`config.mk`:
```
export PLATFORM = sky130hd
export DESIGN_NAME = target_hit_controller
export DESIGN_NICKNAME = d
export VERILOG_FILES = /design/src/rtl/target_hit_controller.sv
export SDC_FILE = /design/constraint.sdc
export NUM_CORES = 1
export LEC_CHECK = 0
export BUFFER_PORTS_ARGS = -buffer_cell sky130_fd_sc_hd__buf_4
export CORE_MARGIN = 2
export CORE_UTILIZATION = 42
export DETAILED_ROUTE_END_ITERATION = 16
export PLACE_DENSITY = 0.67
export SYNTH_ARGS = -nofsm -noshare
export SYNTH_HDL_FRONTEND = slang
export SYNTH_SLANG_ARGS = --single-unit
```
`constraint.sdc`:
```
create_clock -name CLK -period 3.7 [get_ports CLK]
set_input_delay 0.185 -clock CLK [delete_from_list [all_inputs] [get_ports CLK]]
set_output_delay 0.185 -clock CLK [all_outputs]
set_load 0.01 [all_outputs]
```
`src/rtl/target_hit_controller.sv`:
```
// rtl/target_hit_controller.sv - target hit detection, re-request on body collision, grow/score
//
// Purpose: requester side of the target-address handshake. Detects the snake
// head landing on the current target, pulses Reached_Target to the target
// generator, and scans the body for collisions with the new target.
// It re-requests on a collision, up to MAX_RETRY times. When a target is
// accepted it pulses Grow and adds SCORE_STEP to Score, saturating at 16'hFFFF.
//
// Ports:
//   CLK              in   system clock, all logic on posedge
//   RESET            in   synchronous active-high reset
//   Move_Tick        in   one-cycle pulse, Head_Address valid this cycle
//   Head_Address     in   snake head {x[7:0], y[6:0]}
//   Snake_Length     in   body length, 1..2**IDX_W
//   Target_Address   in   generator target {x[7:0], y[6:0]}
//   Body_Rd_Index    out  body RAM read index, 0 is the head
//   Body_Rd_Address  in   body segment for the index driven last cycle
//   Reached_Target   out  one-cycle request for a new target
//   Grow             out  one-cycle pulse when a target is accepted
//   Score            out  saturating binary score
//   Target_Valid     out  target is placed and may be drawn
//   Busy             out  high in every state except IDLE
//   Overrun          out  sticky, Move_Tick seen while Busy

module target_hit_controller #(
   parameter int IDX_W      = 6,
   parameter int MAX_RETRY  = 3,
   parameter int SCORE_STEP = 1
) (
   input  logic             CLK,
   input  logic             RESET,
   input  logic             Move_Tick,
   input  logic [14:0]      Head_Address,
   input  logic [IDX_W:0]   Snake_Length,
   input  logic [14:0]      Target_Address,
   output logic [IDX_W-1:0] Body_Rd_Index,
   input  logic [14:0]      Body_Rd_Address,
   output logic             Reached_Target,
   output logic             Grow,
   output logic [15:0]      Score,
   output logic             Target_Valid,
   output logic             Busy,
   output logic             Overrun
);

   localparam int RETRY_W = (MAX_RETRY > 0) ? $clog2(MAX_RETRY + 1) : 1;

   typedef enum logic [2:0] {
      IDLE,
      REQ,
      SETTLE,
      SCAN,
      DONE
   } state_t;

   state_t             state;
   logic [IDX_W:0]     len_q;
   logic [IDX_W:0]     cmp_idx;   // index whose data is on Body_Rd_Address this cycle
   logic [RETRY_W-1:0] retry_q;

   logic [IDX_W:0]     last_idx;
   logic [16:0]        score_sum;
   logic [15:0]        score_next;
   logic               body_hit;

   always_comb begin
      last_idx   = len_q - 1'b1;
      score_sum  = {1'b0, Score} + 17'(SCORE_STEP);
      score_next = score_sum[16] ? 16'hFFFF : score_sum[15:0];
      body_hit   = (Body_Rd_Address == Target_Address);
   end

   always_ff @(posedge CLK) begin
      if (RESET) begin
         state          <= IDLE;
         len_q          <= '0;
         cmp_idx        <= '0;
         retry_q        <= '0;
         Body_Rd_Index  <= '0;
         Reached_Target <= 1'b0;
         Grow           <= 1'b0;
         Score          <= 16'h0000;
         Target_Valid   <= 1'b1;
         Busy           <= 1'b0;
         Overrun        <= 1'b0;
      end else begin
         Reached_Target <= 1'b0;
         Grow           <= 1'b0;

         // A tick outside IDLE (including the DONE cycle) is dropped but recorded.
         if (Move_Tick && (state != IDLE))
            Overrun <= 1'b1;

         case (state)
            IDLE: begin
               if (Move_Tick && (Head_Address == Target_Address)) begin
                  len_q          <= Snake_Length;
                  retry_q        <= '0;
                  Body_Rd_Index  <= '0;
                  Reached_Target <= 1'b1;
                  Target_Valid   <= 1'b0;
                  Busy           <= 1'b1;
                  state          <= REQ;
               end
            end

            REQ: begin
               Body_Rd_Index <= '0;
               state         <= SETTLE;
            end

            // Index 0 is on the RAM address this cycle; its data arrives in the
            // first SCAN cycle, so the next index is already put out here.
            SETTLE: begin
               cmp_idx <= '0;
               if (last_idx != '0)
                  Body_Rd_Index <= IDX_W'(1);
               state <= SCAN;
            end

            SCAN: begin
               if (body_hit) begin
                  if (int'(retry_q) < MAX_RETRY) begin
                     retry_q        <= retry_q + RETRY_W'(1);
                     Reached_Target <= 1'b1;
                     state          <= REQ;
                  end else begin
                     // Retry budget spent: accept the colliding target.
                     Grow         <= 1'b1;
                     Target_Valid <= 1'b1;
                     Score        <= score_next;
                     state        <= DONE;
                  end
               end else if (cmp_idx == last_idx) begin
                  Grow         <= 1'b1;
                  Target_Valid <= 1'b1;
                  Score        <= score_next;
                  state        <= DONE;
               end else begin
                  cmp_idx <= cmp_idx + 1'b1;
                  // Read index stops at len_q-1; never drive past the body.
                  if ({1'b0, Body_Rd_Index} < last_idx)
                     Body_Rd_Index <= Body_Rd_Index + 1'b1;
               end
            end

            DONE: begin
               Busy  <= 1'b0;
               state <= IDLE;
            end

            default: begin
               Busy  <= 1'b0;
               state <= IDLE;
            end
         endcase
      end
   end

endmodule

```
After elaboration in Yosys (flattened, before gate mapping):

Cells that the tools add are included.

* register bits after elaboration: 46
* bits in latches: 0
* RAM bits: 0
* memory bits (read-only): 0
* output and inout port bits: 27
* memories kept: 0

* $add $sub $neg: 5
* $mul: 0
* divide/modulo/power cells: 0
* magnitude comparators: 2
* equal/unequal tests: 16
* shift operators: 0
* multiplexer cells: 36
* bitwise logic cells: 2
* reduce and logical (&&, ||, !) cells: 19

Operators by type and width (count)
* $mux W16: 4
* $eq A15 B15 Y1: 2
* $mux W6: 5
* $pmux W6 S4: 1
* $add A16 B1 Y17 const B: 1
* $ne A2 B2 Y1 const B: 8
* $mux W7: 2
* $pmux W7 S2: 1
* $mux W3: 4
* $pmux W3 S4: 1
* $mux W1: 11
* $reduce_and A4 Y1: 2
* $add A7 B1 Y7 const B: 1
* $eq A7 B7 Y1: 1
* $lt A6 B7 Y1: 1
* $reduce_bool A7 Y1: 1
* $sub A7 B1 Y7 const B: 1
* $add A6 B1 Y6 const B: 1
* $eq A3 B2 Y1 const B: 2
* $mux W2: 3
* $ne A3 B3 Y1 const B: 2
* $pmux W1 S2: 3
* $reduce_and A2 Y1: 3
* $reduce_and A3 Y1: 2
* 13 further kinds: 17

Depth between registers and ports, before layout:

Gate-level depths: netlist (run 1).

* depth in word-level cells: 6
* mapped depth: 12
* depth with buffers taken out: 12

Worst setup path before layout (run 1):

OpenSTA, ideal clock, no wires.

* path kind: reg-to-reg
* start: reg len_q[0]
* end: reg Body_Rd_Index[2]
* setup time: 0.120 ns
* arrival: 2.409 ns
* path slack: 1.171 ns
* cell stages (with the launch flop): 12
* path through: dfxtp_1 inv_1 ha_1 xnor2_1 ha_1 o21a_1 o21ai_0 maj3_1 o21ai_0 o21ai_0 a21oi_1 a211o_1

* word-level cells in the longest chain between the ends: 4
* elaborated cells on any way between the ends: 8

Ends and longest elaborated chain
* start: declaration: line 57 `logic [IDX_W:0] len_q;`
* start signal: assignment: line 97 `len_q <= Snake_Length;`
* $sub A7 B1 Y7 (*): line 67 `last_idx = len_q - 1'b1;`
* $lt A6 B7 Y1 (tied with other cells): line 142 `if ({1'b0, Body_Rd_Index} < last_idx)`
* $ne A2 B2 Y1 (no line)
* $reduce_and A6 Y1 (no line) (*)
* end signal: assignment: line 143 `Body_Rd_Index <= Body_Rd_Index + 1'b1;`
* end: declaration: line 36 `output logic [IDX_W-1:0] Body_Rd_Index,`

Mark *: on every way between the ends. The rest lies on a longest branch, timed or not.
A chain may end at the register's enable or synchronous reset.

Worst setup path after layout (run 1):

* start: reg len_q[0]
* end: reg Body_Rd_Index[5]

Same word-level chain as after synthesis.

==> metrics.cfg, run 1 <==
[min_path]
hold_path_startpoint = Move_Tick
whs_endpoint = Overrun$_SDFFE_PP0P_
hold_depth = 3
hp-class = in -> reg

[logic_synthesis]
synth_mux_area_frac = 0.0158
syn_avg_cell_area_um2 = 8.44
ys_top_cells_by_area = dfxtp_1, xnor2_1, a21oi_1
synth-simple-area-share = 0.281
netlist_area_um2 = 2920
synth-adder-area-share = 0.0420
synthFlopType = dfxtp_1
yosysTopAreaCellShare = 0.315
syn_nets = 410
ys_async_sr_fraction = 0
synth_edf_count = 0
yosys.cell_count.top_type = dfxtp_1
synth_cell_types = 59
syn-instance-count = 346
synth_compound_area_frac = 0.154
ys_warn_count = 0
synth_top_family_by_area = simple AND/OR/NAND/NOR gates
ys_seq_area_frac = 0.315
synth_common_cells = dfxtp_1, a21oi_1, xnor2_1, nor2_1, nand2_1
ys_ff_latch = 46
synthXorXnorAreaFrac = 0.147
synth_top_area_cell = dfxtp_1

[timing]
rsz0062_at_grt = false
slew_violations = 0
skew_ns = 0.00764
fin_crit_ns = 2.94
maxSlewHeadroom = 0.502
setup_viol = 0
holdWs_ns = 0.141
finalHoldViolCount = 0
tns_ns = 0
max_freq_mhz = 340
worstMarginPinSlew_ns = 0.742
period_share = 0.795

[setup_path]
worstReg2RegEnd = Body_Rd_Index[5]$_SDFFE_PP0P_
startpoint_type = flop
critPathRequiredTime_ns = 3.93
path_max_fanout = 7
critPathKind = reg -> reg
critPathArrivalTime_ns = 3.18
r2r-start = len_q[0]$_SDFFE_PP0P_
r2r.worst_path.cells = 12
worst_setup_path_end_kind = flop
reg2reg_slack_ns = 0.76

[clock_tree]
cts_tree = yes
clockBufferDepth = 2
cts-root-buf = clkbuf_8
clock_sinks = 46
cts_setup_buffers = 0
cts_buffers = 5
cts_resized = 0
cts_hold_buf = 0
clk_latency_ns = 0.29
h-tree-depth = 2
path_clk_slew_ns = 0.08

[pwr]
seqPwrFrac = 0.547
leakage_nw = 1.47
p_clk_frac = 0.314
power_density_nw_per_um2 = 254
p_switching_mw = 0.224
vdd_drop_max_mv = 0.207
power_frac_comb = 0.139
sw_frac_of_total = 0.243
intPower_mw = 0.698

[global_routing]
grt_pass1_wl_um = 12200
grt.busiest_layer = met2
grt-ovfl-total = 0
met3_usage = 0.0341
grt_max_degree = 37
grt_antenna_before_repair = 0
grt_util_met2 = 0.337
grt_pass1_vias = 2652
track_usage = 0.197
met1_usage = 0.259

[detailed_routing]
avgViaCountPerCell = 5.50
wl_um = 7210
antenna_left = 0
drt_iter0_drc = 102
drc_errors = 0
wl_per_cell_um = 14.4
dr_total_vias = 2757
drt_pass1_iterations = 4

[final_layout]
syn_to_final_growth_pct = 24.2
finalNetCount = 485
final_layout_size_suffix_gt1_frac = 0.242
final_cells = 501
antennaDiodeCount = 0
num-fill-cells = 672
final_area_um2 = 3630

[run]
maxCapViolCount = 0

[die]
die_w_um = 87.4
initial_utilization = 0.432
die_area_um2 = 7640
rows = 30
coreArea_um2 = 6760
die_height_um = 87.4
num_io_pins = 82

[outcome]
status = completed

[placement]
dp_hpwl_um = 5670
io_buffers = 81
globalplace.congestion = 0.842
postPlaceCellArea_um2 = 3550
dp_cells = 494

-- power groups by stage --
stage          Sequential, mW  Combinational, mW  Clock (mW)
2_1_floorplan           0.512             0.0646           0
3_3_place_gp            0.516              0.126           0
3_5_place_dp            0.516              0.128           0
4_1_cts                 0.504              0.129       0.301
5_1_grt                 0.505              0.140       0.325
6_report                0.504              0.128       0.289
-- stage by stage --
step,worst slack (ns),power (mW),util
4_1_cts,0.775,0.934,0.537
6_report,0.757,0.922,0.537
3_5_place_dp,0.803,0.644,0.525
3_3_place_gp,0.910,0.642,0.525
2_1_floorplan,1.17,0.577,-
5_1_grt,0.514,0.971,0.537
-- registers in the layout, indices dropped and copies added, names as in the netlist --
register / flops
Body_Rd_Index: 6
Busy: 1
Grow: 1
Overrun: 1
Reached_Target: 1
Score: 16
Target_Valid: 1
cmp_idx: 7
len_q: 7
retry_q: 2
state: 3
-- routing by layer --
layer,share of wire,vias up,wire length (um)
met2,0.50,57,3610
met1,0.45,1279,3280
met5,0,-,0
met3,0.031,10,222
li1,-,1411,-
met4,0.014,0,102
-- worst max path at each step --
| stage | slack [ns] | cells after the start | endpoint | start |
|---|---|---|---|---|
| floorplan | 1.17 | 11 | Body_Rd_Index[2]$_SDFFE_PP0P_ | len_q[0]$_SDFFE_PP0P_ |
| global placement | 0.91 | 11 | Body_Rd_Index[5]$_SDFFE_PP0P_ | len_q[0]$_SDFFE_PP0P_ |
| detailed placement | 0.80 | 10 | Score[8]$_SDFFE_PP0P_ | len_q[0]$_SDFFE_PP0P_ |
| CTS | 0.78 | 11 | Body_Rd_Index[5]$_SDFFE_PP0P_ | len_q[0]$_SDFFE_PP0P_ |
| global route | 0.51 | 11 | Body_Rd_Index[1]$_SDFFE_PP0P_ | len_q[0]$_SDFFE_PP0P_ |
| finish | 0.76 | 12 | Body_Rd_Index[5]$_SDFFE_PP0P_ | len_q[0]$_SDFFE_PP0P_ |
-- cell families (layout without fill, tap and decap cells) --
family | after synthesis | count (layout)
xor+xnor | 47 | 47
mux | 4 | 4
compound gates | 69 | 69
flops | 46 | 46
simple gates | 146 | 146
fa+ha+maj | 10 | 10
buf+inv | 24 | 99
-- cell type report --
| cell class | count | area [um2] | area share |
|---|---|---|---|
| Multi-Input combinational cell | 276 | 1870 | 0.515 |
| Sequential cell | 46 | 921 | 0.254 |
| Timing Repair Buffer | 83 | 623 | 0.172 |
| Tap cell | 80 | 100 | 0.0276 |
| Clock buffer | 6 | 72.6 | 0.0200 |
| Inverter | 9 | 33.8 | 0.00931 |
| Clock inverter | 1 | 7.51 | 0.00207 |
-- worst max-delay path: stages (launching register included) --
cell and delay (ns):
dfxtp_1 0.46, inv_1 0.08, ha_1 0.26, xnor2_1 0.22, ha_1 0.21, nor3_1 0.06
nand2_1 0.06, o21ai_0 0.09, maj3_1 0.39, o21ai_0 0.28, o21ai_0 0.17, a21oi_1 0.41
a22o_1 0.20
-- layout by cell type, fill, tap and decap left out, drive strengths merged, types with 4 or more instances in the layout --
master / count
ha: 9
buf: 83
and4: 6
clkbuf: 6
nor2: 28
nand2: 24
nor4: 7
and3: 8
or3: 5
xor2: 16
nand4: 12
nor3: 19
a21oi: 30
inv: 9
o21ai: 10
o21a: 4
dfxtp: 46
a311oi: 5
xnor2: 30
nand3: 23
No activity file was read; power rests on OpenSTA's default activity.
==> run 2, diff against run 1 <==
==> constraint.sdc (replaced) <==
create_clock -name CLK -period 2.92 [get_ports CLK]
set_input_delay 0.146 -clock CLK [delete_from_list [all_inputs] [get_ports CLK]]
set_output_delay 0.146 -clock CLK [all_outputs]
set_load 0.01 [all_outputs]
==> run 2 against run 1 <==
Register-to-register slack worse by 0.59 ns. Core utilization is 0.81 points higher. Via count is 1.1% higher. Clock skew is 0.0050 ns higher. Sequential share of layout area is 0.38 points lower. Maximum frequency is 7.1% higher. Wire length is 2.3% higher. Sequential power is 27% higher. Power is 29% higher. Critical endpoint is now Body_Rd_Index[2]$_SDFFE_PP0P_.
==> metrics.cfg, run 2 (synthesized netlist as in run 1, its figures left out) <==
[detailed_routing]
wl_per_cell_um = 14.6  ; was 14.4 um
antenna_left = 0  ; unchanged
dr_total_vias = 2787  ; was 2757
wl_um = 7380  ; was 7210 um
drt_iter0_drc = 113  ; was 102
drc_errors = 0  ; unchanged
avgViaCountPerCell = 5.51  ; was 5.50
drt_pass1_iterations = 4  ; unchanged

[timing]
finalWorstSetupSlack_ns = 0.171  ; was 0.757 ns
period_share = 0.942  ; was 0.795
fin_crit_ns = 2.75  ; was 2.94 ns
rsz0062_at_grt = false  ; unchanged
max_freq_mhz = 364  ; was 340 MHz
finalHoldViolCount = 0  ; unchanged
setup_viol = 0  ; unchanged
tns_ns = 0  ; unchanged
slew_violations = 0  ; unchanged
worstMarginPinSlew_ns = 0.928  ; was 0.742 ns
skew_ns = 0.0127  ; was 0.00764 ns
maxSlewHeadroom = 0.377  ; was 0.502

[die]
rows = 30  ; unchanged
die_area_um2 = 7640  ; unchanged
coreArea_um2 = 6760  ; unchanged
initial_utilization = 0.432  ; unchanged
die_w_um = 87.4  ; unchanged
num_io_pins = 82  ; unchanged
die_height_um = 87.4  ; unchanged

[clock_tree]
h-tree-depth = 2  ; unchanged
path_clk_slew_ns = 0.09  ; was 0.08 ns
clock_sinks = 46  ; unchanged
cts-root-buf = clkbuf_8  ; unchanged
cts_hold_buf = 0  ; unchanged
clockBufferDepth = 2  ; unchanged
cts_setup_buffers = 0  ; unchanged
cts_tree = yes  ; unchanged
cts_buffers = 5  ; unchanged
cts_resized = 0  ; unchanged
clk_latency_ns = 0.30  ; was 0.29 ns

[setup_path]
worstReg2RegEnd = Body_Rd_Index[2]$_SDFFE_PP0P_  ; was Body_Rd_Index[5]$_SDFFE_PP0P_
r2r.worst_path.cells = 11  ; was 12
cp_slowest_cell = dfxtp_1  ; unchanged
r2r-start = len_q[0]$_SDFFE_PP0P_  ; unchanged
worst_setup_path_end_kind = flop  ; unchanged
critPathKind = reg -> reg  ; unchanged
cp-startpoint = len_q[0]$_SDFFE_PP0P_  ; unchanged
reg2reg_slack_ns = 0.17  ; was 0.76 ns
path_buf_inv = 1  ; unchanged
cp_cell_sequence = inv_1 -> ha_1 -> xnor2_1 -> ha_1 -> o21a_1 -> o21ai_0 -> maj3_1 -> o21ai_1 -> o21ai_1 -> a21oi_2 -> a211o_1  ; was inv_1 -> ha_1 -> xnor2_1 -> ha_1 -> nor3_1 -> nand2_1 -> o21ai_0 -> maj3_1 -> o21ai_0 -> o21ai_0 -> a21oi_1 -> a22o_1
cp.depth = 11  ; was 12
startpoint_type = flop  ; unchanged
critPathRequiredTime_ns = 3.12  ; was 3.93 ns
critPathArrivalTime_ns = 2.94  ; was 3.18 ns
endpoint = Body_Rd_Index[2]$_SDFFE_PP0P_  ; was Body_Rd_Index[5]$_SDFFE_PP0P_
critPathMaxStageDelay_ns = 0.40  ; was 0.46 ns
crit_family = compound AO/OA/AOI/OAI gates  ; unchanged
path_max_fanout = 5  ; was 7

[final_layout]
syn_to_final_growth_pct = 26.0  ; was 24.2%
num-fill-cells = 660  ; was 672
layout_common_cells = buf_4, dfxtp_1, a21oi_1, xnor2_1, nor2_1  ; was buf_4, dfxtp_1, xnor2_1, a21oi_1, nor2_1
finalNetCount = 489  ; was 485
final_common_cell = buf_4  ; unchanged
largest_reg_flops = 16  ; unchanged
final_layout_size_suffix_gt1_frac = 0.258  ; was 0.242
largest_register = Score  ; unchanged
antennaDiodeCount = 0  ; unchanged
reg_top3 = Score (16), cmp_idx (7), len_q (7)  ; unchanged

[global_routing]
grt_antenna_before_repair = 0  ; unchanged
track_usage = 0.204  ; was 0.197
grt_pass1_vias = 2730  ; was 2652
grt_pass1_wl_um = 12600  ; was 12200 um
grt-ovfl-total = 0  ; unchanged
grt_max_degree = 37  ; unchanged

[min_path]
hp-class = in -> reg  ; unchanged
hold_depth = 3  ; unchanged

[pwr]
power_density_nw_per_um2 = 324  ; was 254 nW/um2
vdd_drop_max_mv = 0.181  ; was 0.207 mV
leakage_nw = 1.52  ; was 1.47 nW

[placement]
io_buffers = 81  ; unchanged
dp_hpwl_um = 5720  ; was 5670 um
globalplace.congestion = 0.845  ; was 0.842
pre_cts_slack_ns = 0.0718  ; was 0.803 ns

[outcome]
status = completed  ; unchanged

[run]
maxCapViolCount = 0  ; unchanged

[run 2: layout make-up]
type,count,area (um2),area share
inverters,9,33.8,0.00917
well taps,80,100,0.0272
multi-input cells,276,1890,0.513
clock inverters,2,13.8,0.00374
repair buffers,87,653,0.177
flip-flops and latches,46,921,0.250
clock buffers,6,72.6,0.0197
[run 2: how the worst min path moves through the flow]
stage,startpoint,end,slack (ns)
3_5_place_dp,Move_Tick,Overrun$_SDFFE_PP0P_,0.40
5_1_grt,Move_Tick,Overrun$_SDFFE_PP0P_,0.09
3_3_place_gp,Move_Tick,Overrun$_SDFFE_PP0P_,0.39
6_report,Move_Tick,Overrun$_SDFFE_PP0P_,0.1
2_1_floorplan,Move_Tick,Overrun$_SDFFE_PP0P_,0.29
4_1_cts,Move_Tick,Overrun$_SDFFE_PP0P_,0.09
[run 2: stage by stage]
step	power [mW]	util	hold slack, ns	std cells	cell area, um2
6_report	1.19	0.545	0.0968	506	3680
5_1_grt	1.25	0.545	0.0941	506	3680
4_1_cts	1.20	0.542	0.0926	506	3660
3_5_place_dp	0.813	0.529	0.398	498	3580
3_3_place_gp	0.811	0.529	0.388	498	3580
2_1_floorplan	0.731	-	0.287	346	2920
[run 2: report_power, final]
group / internal, mW / leakage, nW / switching, mW / total (mW)
Sequential: 0.631 / 0.371 / 0.00848 / 0.639
Clock: 0.169 / 0.0452 / 0.225 / 0.394
Combinational: 0.0866 / 1.10 / 0.0735 / 0.160
Total: 0.887 / 1.52 / 0.307 / 1.19
[run 2: routing by layer]
metal | wire [um] | track usage | up-vias
met5 | 0 | 0 | -
met4 | 120 | 0.0741 | 0
met3 | 188 | 0.0322 | 12
met2 | 3610 | 0.333 | 46
met1 | 3460 | 0.272 | 1309
li1 | - | - | 1420
[run 2: worst min-delay path, stage by stage]
cell and delay (ns):
buf_4 0.09, a21oi_1 0.05, nor2_1 0.07
